<file path="config.mk">
export PLATFORM = sky130hd
export DESIGN_NAME = converte_bcd_seq
export DESIGN_NICKNAME = d
export VERILOG_FILES = /design/src/rtl/converte_bcd_seq_pkg.sv /design/src/rtl/converte_bcd_seq_ajuste_bcd.sv /design/src/rtl/converte_bcd_seq.sv
export SDC_FILE = /design/constraint.sdc
export NUM_CORES = 1
export LEC_CHECK = 0
export BUFFER_PORTS_ARGS = -buffer_cell sky130_fd_sc_hd__buf_2
export CORE_UTILIZATION = 28
export CTS_BUF_LIST = sky130_fd_sc_hd__clkbuf_16
export DETAILED_ROUTE_END_ITERATION = 6
export GPL_ROUTABILITY_DRIVEN = 0
export PLACE_DENSITY_LB_ADDON = 0.2
export RECOVER_POWER = 25
export SLEW_MARGIN = 5
export SYNTH_ARGS = -nofsm -noshare
export SYNTH_HDL_FRONTEND = slang
export SYNTH_SLANG_ARGS = --single-unit
</file>
<file path="constraint.sdc">
create_clock -name clock -period 2.8 [get_ports clock]
set_input_delay 0.14 -clock clock [delete_from_list [all_inputs] [get_ports clock]]
set_output_delay 0.14 -clock clock [all_outputs]
set_load 0.03 [all_outputs]
</file>
<file path="src/rtl/converte_bcd_seq_pkg.sv">
// Shared definitions for the sequential binary-to-BCD converter.
//   estado_t       : controller states (OCIOSO, CONVERTE, FIM)
//   largura_cont() : width of the bit counter needed to hold LARGURA
package converte_bcd_seq_pkg;

  typedef enum logic [1:0] {
    OCIOSO   = 2'd0,
    CONVERTE = 2'd1,
    FIM      = 2'd2
  } estado_t;

  // The counter is loaded with LARGURA itself, so it must hold LARGURA (not LARGURA-1).
  function automatic int largura_cont(input int largura);
    return $clog2(largura + 1);
  endfunction

endpackage

</file>
<file path="src/rtl/converte_bcd_seq_ajuste_bcd.sv">
// One double-dabble correction stage: a BCD digit >= 5 gets +3 so that the
// following left shift carries correctly into the next decimal digit.
//   d : input digit
//   q : corrected digit
module ajuste_bcd (
  input  logic [3:0] d,
  output logic [3:0] q
);

  always_comb begin
    q = d;
    if (d >= 4'd5) q = d + 4'd3;
  end

endmodule

</file>
<file path="src/rtl/converte_bcd_seq.sv">
// Sequential binary-to-BCD converter (shift-and-add-3, one input bit per clock).
//   clock, reset : clock and synchronous active-high reset
//   inicio       : start request, accepted only while idle
//   entrada      : unsigned value, captured on the accepted inicio
//   ocupado      : conversion in progress
//   pronto       : one-cycle pulse, new result valid
//   digitos      : packed BCD digits, units in [3:0]
//   estouro      : last value did not fit in NUM_DIGITOS digits
//   apagar       : leading-zero blanking mask (bit 0 always 0)
module converte_bcd_seq
  import converte_bcd_seq_pkg::*;
#(
  parameter int LARGURA     = 32,
  parameter int NUM_DIGITOS = 4
) (
  input  logic                     clock,
  input  logic                     reset,
  input  logic                     inicio,
  input  logic [LARGURA-1:0]       entrada,
  output logic                     ocupado,
  output logic                     pronto,
  output logic [4*NUM_DIGITOS-1:0] digitos,
  output logic                     estouro,
  output logic [NUM_DIGITOS-1:0]   apagar
);

  localparam int LC = largura_cont(LARGURA);
  localparam int LB = 4 * NUM_DIGITOS;

  estado_t            estado, prox;
  logic [LARGURA-1:0] desloc, desloc_prox;
  logic [LB-1:0]      bcd, bcd_aj, bcd_prox;
  logic [LC-1:0]      cont;
  logic               acum, saida, ultimo;
  logic [NUM_DIGITOS-1:0] apagar_prox;

  // Per-digit add-3 correction ahead of the shift.
  for (genvar g = 0; g < NUM_DIGITOS; g++) begin : g_aj
    ajuste_bcd u_aj (
      .d(bcd[4*g +: 4]),
      .q(bcd_aj[4*g +: 4])
    );
  end

  // {bcd, desloc} shifts left by one; the top BCD bit falls out and only
  // feeds the overflow accumulator, which is what makes digitos = value mod 10^N.
  assign saida = bcd_aj[LB-1];
  assign {bcd_prox, desloc_prox} = {bcd_aj[LB-2:0], desloc, 1'b0};
  assign ultimo = (cont == LC'(1));

  // A digit is blanked when it and every digit above it are zero.
  always_comb begin
    logic zero;
    zero        = 1'b1;
    apagar_prox = '0;
    for (int k = NUM_DIGITOS - 1; k >= 1; k--) begin
      zero           = zero & (bcd_prox[4*k +: 4] == 4'd0);
      apagar_prox[k] = zero;
    end
  end

  // State register
  always_ff @(posedge clock) begin
    if (reset) estado <= OCIOSO;
    else       estado <= prox;
  end

  // Next-state logic
  always_comb begin
    prox = estado;
    case (estado)
      OCIOSO:   if (inicio) prox = CONVERTE;
      CONVERTE: if (ultimo) prox = FIM;
      FIM:      prox = OCIOSO;
      default:  prox = OCIOSO;
    endcase
  end

  // Outputs
  always_comb begin
    ocupado = (estado == CONVERTE);
    pronto  = (estado == FIM);
  end

  // Datapath and result registers
  always_ff @(posedge clock) begin
    if (reset) begin
      desloc  <= '0;
      bcd     <= '0;
      acum    <= 1'b0;
      cont    <= '0;
      digitos <= '0;
      estouro <= 1'b0;
      apagar  <= '0;
    end else begin
      case (estado)
        OCIOSO: if (inicio) begin
          desloc <= entrada;
          bcd    <= '0;
          acum   <= 1'b0;
          cont   <= LC'(LARGURA);
        end
        CONVERTE: begin
          desloc <= desloc_prox;
          bcd    <= bcd_prox;
          acum   <= acum | saida;
          cont   <= cont - LC'(1);
          // Results load together with the final step, on entry to FIM.
          if (ultimo) begin
            digitos <= bcd_prox;
            estouro <= acum | saida;
            apagar  <= apagar_prox;
          end
        end
        default: ;
      endcase
    end
  end

endmodule

</file>
==> impl_metrics.tcl <==
set metrics [dict create \
    yosys.area.top_type_share_pct 44.0 \
    reg2reg_to "apagar[1]" \
    synth_ff_type "sky130_fd_sc_hd__dfxtp_1" \
    die_x_um 114 \
    hold_path_end "desloc[23]" \
    finalInstanceArea_mm2 0.00432 \
    final_net_count 532 \
    rsz_0062_raised_after_global_routing "no" \
    clk_latency_ns 0.33 \
    cts_inserted_buffers 9 \
    synth_async_sr_flop_share_pct 0 \
    grt_max_degree 38 \
    worstSetupEndpointType "register" \
    worst_path_max_delay_cell "sky130_fd_sc_hd__or4b_1" \
    dp_cells 638 \
    detailroute.via_count 3057 \
    core_region_area_mm2 0.0121 \
    drc_errors 0 \
    netlist_instances 429 \
    post_drt_via_cell_ratio 4.63 \
    grt_antenna_before_repair 0 \
    num_rows 40 \
    met3_length_um 464 \
    die_outline_area_mm2 0.0130 \
    routedLengthMet1_mm 4.33 \
    worstHoldPathCells 3 \
    hold_buffers 6 \
    p_per_area_mw_per_mm2 686 \
    synthesis.area_per_instance_um2 8.16 \
    grt_pass1_vias 2934 \
    final.setup_skew_ns 0.00474 \
    synth_top_cell_by_area "sky130_fd_sc_hd__dfxtp_1" \
    initial_core_util_pct 28.9 \
    place.port_buffers 56 \
    cts.htree.levels 3 \
    fp.dieH_um 114 \
    place_hpwl_mm 5.74 \
    synthesis.area_mm2 0.00350 \
    run_status "completed" \
    antennaDiodeCount 0 \
    syn2layout_area_growth_pct 23.3 \
    yosys-top-cells-area "sky130_fd_sc_hd__dfxtp_1 44%, sky130_fd_sc_hd__nor2_1 7.7%, sky130_fd_sc_hd__a21oi_1 5.1%" \
    number_of_enable_type_register_cells_in_the_synthesized_netlist 0 \
    timing.setup.critical_path_class "register to register" \
    postPlaceCellArea_mm2 0.00396 \
    slowest_delay_ns 0.54 \
    hold_class "primary input to register" \
    ctsResizeCount 0 \
    route.antenna.remaining_nets 0 \
    post-route-util_pct 35.6 \
    clock_transition_time_at_the_flip_flop_clock_pins_of_the_worst_setup_and_hold_paths_ns 0.06 \
    synth.distinct_cells 44 \
    final-max-slew-violation-count 0 \
    timing.rr.start "bcd[5]" \
    seq_area_frac_synth_pct 44.0 \
    maxCapViolCount 0 \
    hp-start "entrada[23]" \
    worst-r2r-setup-slack_ns 1.00 \
    topRoutingLayerUsed "met4" \
    fin_crit_sh_pct 64.2 \
    timing.critical_path.from_type "register" \
    post-route-worst-setup-slack_ns 1.00 \
    finalCriticalPeriod_ns 1.80 \
    netlist_top_cells_count "77 x sky130_fd_sc_hd__dfxtp_1, 72 x sky130_fd_sc_hd__nor2_1, 36 x sky130_fd_sc_hd__a21oi_1" \
    finalWirelength_mm 8.58 \
    clkSinkCount 77 \
    dr_wl_cell_um 13.0 \
    first_pass_grt_wire_length_mm 14.4 \
    cts_tree "done" \
    cp_cell_sequence "inv_1 > ha_1 > nand2b_1 > a21oi_2 > mux2i_1 > or4b_1 > o21ai_1" \
    worst_r2r_path_depth 7 \
    ir_worst_vdd_mv 0.347 \
    synthesis.nets 474 \
    fmax_mhz 556 \
    critPathMaxFanout 3 \
    max-clock-path-buffers 2 \
    groute.usage.overall_pct 14.2 \
    synth-seq-cells 77 \
    share_of_cells_above_drive_strength_1_pct 13.4 \
    cts-root-buf "sky130_fd_sc_hd__clkbuf_16" \
    tightestPinTransition_ns 0.908 \
    required_ns 3.07 \
    synth.yosys.warnings 0 \
    number_of_iterations_in_the_first_detailed_routing_pass 4 \
    gr-total-overflow 0 \
    power.leakage_nw 1.83 \
    setup-violations-final 0 \
    place_worst_setup_slack_ns 1.01 \
    post-synth-top-count-cell "sky130_fd_sc_hd__dfxtp_1" \
    layout.cells.non_filler 660 \
    fin_tns_setup_ns 0 \
    timing.max_slew.rel_slack_pct 39.5 \
    first_iter_violations 215 \
    detailroute.wirelength.met2_mm 3.71 \
    crit_arrival_ns 2.07 \
    io_pins 58 \
    post_cts_setup_buffers 0 \
    final-hold-violation-count 0 \
]
## power breakdown
| group | switching, W | internal (W) | total (W) |
|---|---|---|---|
| Clock | 0.000443 | 0.000858 | 0.00130 |
| Combinational | 0.000252 | 0.000173 | 0.000425 |
| Sequential | 0.0000545 | 0.00118 | 0.00123 |
| Total | 0.000750 | 0.00221 | 0.00296 |
## per-layer routing
| layer | global-route usage [%] | up-vias |
|---|---|---|
| li1 | - | 1597 |
| met4 | 5.28 | 0 |
| met1 | 18.4 | 1372 |
| met2 | 22.4 | 81 |
| met5 | 0 | - |
| met3 | 3.99 | 7 |
## logic make-up after synthesis
| family | synth area share [%] |
|---|---|
| multiplexers | 1.72 |
| other | 0.107 |
| flip-flops | 44.0 |
| adder cells (fa/ha/maj) | 3.57 |
| XOR/XNOR | 1.00 |
| AND/OR/NAND/NOR | 25.3 |
| AO/OA/AOI/OAI | 18.2 |
| buffers and inverters | 6.08 |
## through the flow
stage                     hold slack, ns  power, W
final                             0.0147   0.00296
after global routing              0.0135   0.00312
after CTS                     0.00000716   0.00301
after detailed placement           0.353   0.00168
after global placement             0.347   0.00168
after floorplan                    0.259   0.00156
## layout by cell type, fill, tap and decap left out, types with 8 or more instances in the layout
cell type,synthesis,routed
sky130_fd_sc_hd__a21oi_1,36,36
sky130_fd_sc_hd__a211oi_1,9,9
sky130_fd_sc_hd__clkbuf_1,13,21
sky130_fd_sc_hd__nor3b_1,8,8
sky130_fd_sc_hd__nor2_1,72,71
sky130_fd_sc_hd__nor2b_1,18,18
sky130_fd_sc_hd__ha_1,10,10
sky130_fd_sc_hd__a22o_1,9,9
sky130_fd_sc_hd__clkbuf_16,0,9
sky130_fd_sc_hd__nand2b_1,7,8
sky130_fd_sc_hd__nand2_1,34,34
sky130_fd_sc_hd__inv_1,25,26
sky130_fd_sc_hd__o21ai_0,15,15
sky130_fd_sc_hd__nor3_1,26,26
sky130_fd_sc_hd__a222oi_1,14,14
sky130_fd_sc_hd__dfxtp_1,77,77
sky130_fd_sc_hd__buf_4,1,10
sky130_fd_sc_hd__buf_2,10,36
## registers in the layout, indices dropped and copies added (netlist names)
register,count
apagar,3
acum,1
desloc,32
digitos,16
bcd,16
cont,6
estouro,1
estado,2
## area by class of cell
class,count,area [um2]
timing repair buffer,73,394
inverter,26,97.6
tap,168,210
clock inverter,7,105
sequential,77,1540
multi-input combinational,300,1740
fill,1308,7800
clock buffer,9,225
## worst max path at each step
stage / from / endpoint / slack (ns) / cells past startpoint
after CTS: bcd[4] / apagar[1] / 0.99 / 7
after detailed placement: bcd[5] / apagar[1] / 1.01 / 7
after global routing: bcd[4] / apagar[1] / 0.79 / 7
after global placement: bcd[5] / apagar[1] / 1.05 / 7
final: bcd[5] / apagar[1] / 1.00 / 7
after floorplan: bcd[5] / apagar[1] / 1.13 / 7
## worst max-delay path: cells and delay by family, from the launching register on
kind | cells | cell delay [ns]
AOI/OAI and AO/OA | 2 | 0.32
adders and majority gates | 1 | 0.17
and+or+nand+nor | 2 | 0.70
muxes | 1 | 0.14
buffers and inverters | 1 | 0.07
DFF | 1 | 0.34
(Power assumes the default switching activity.)
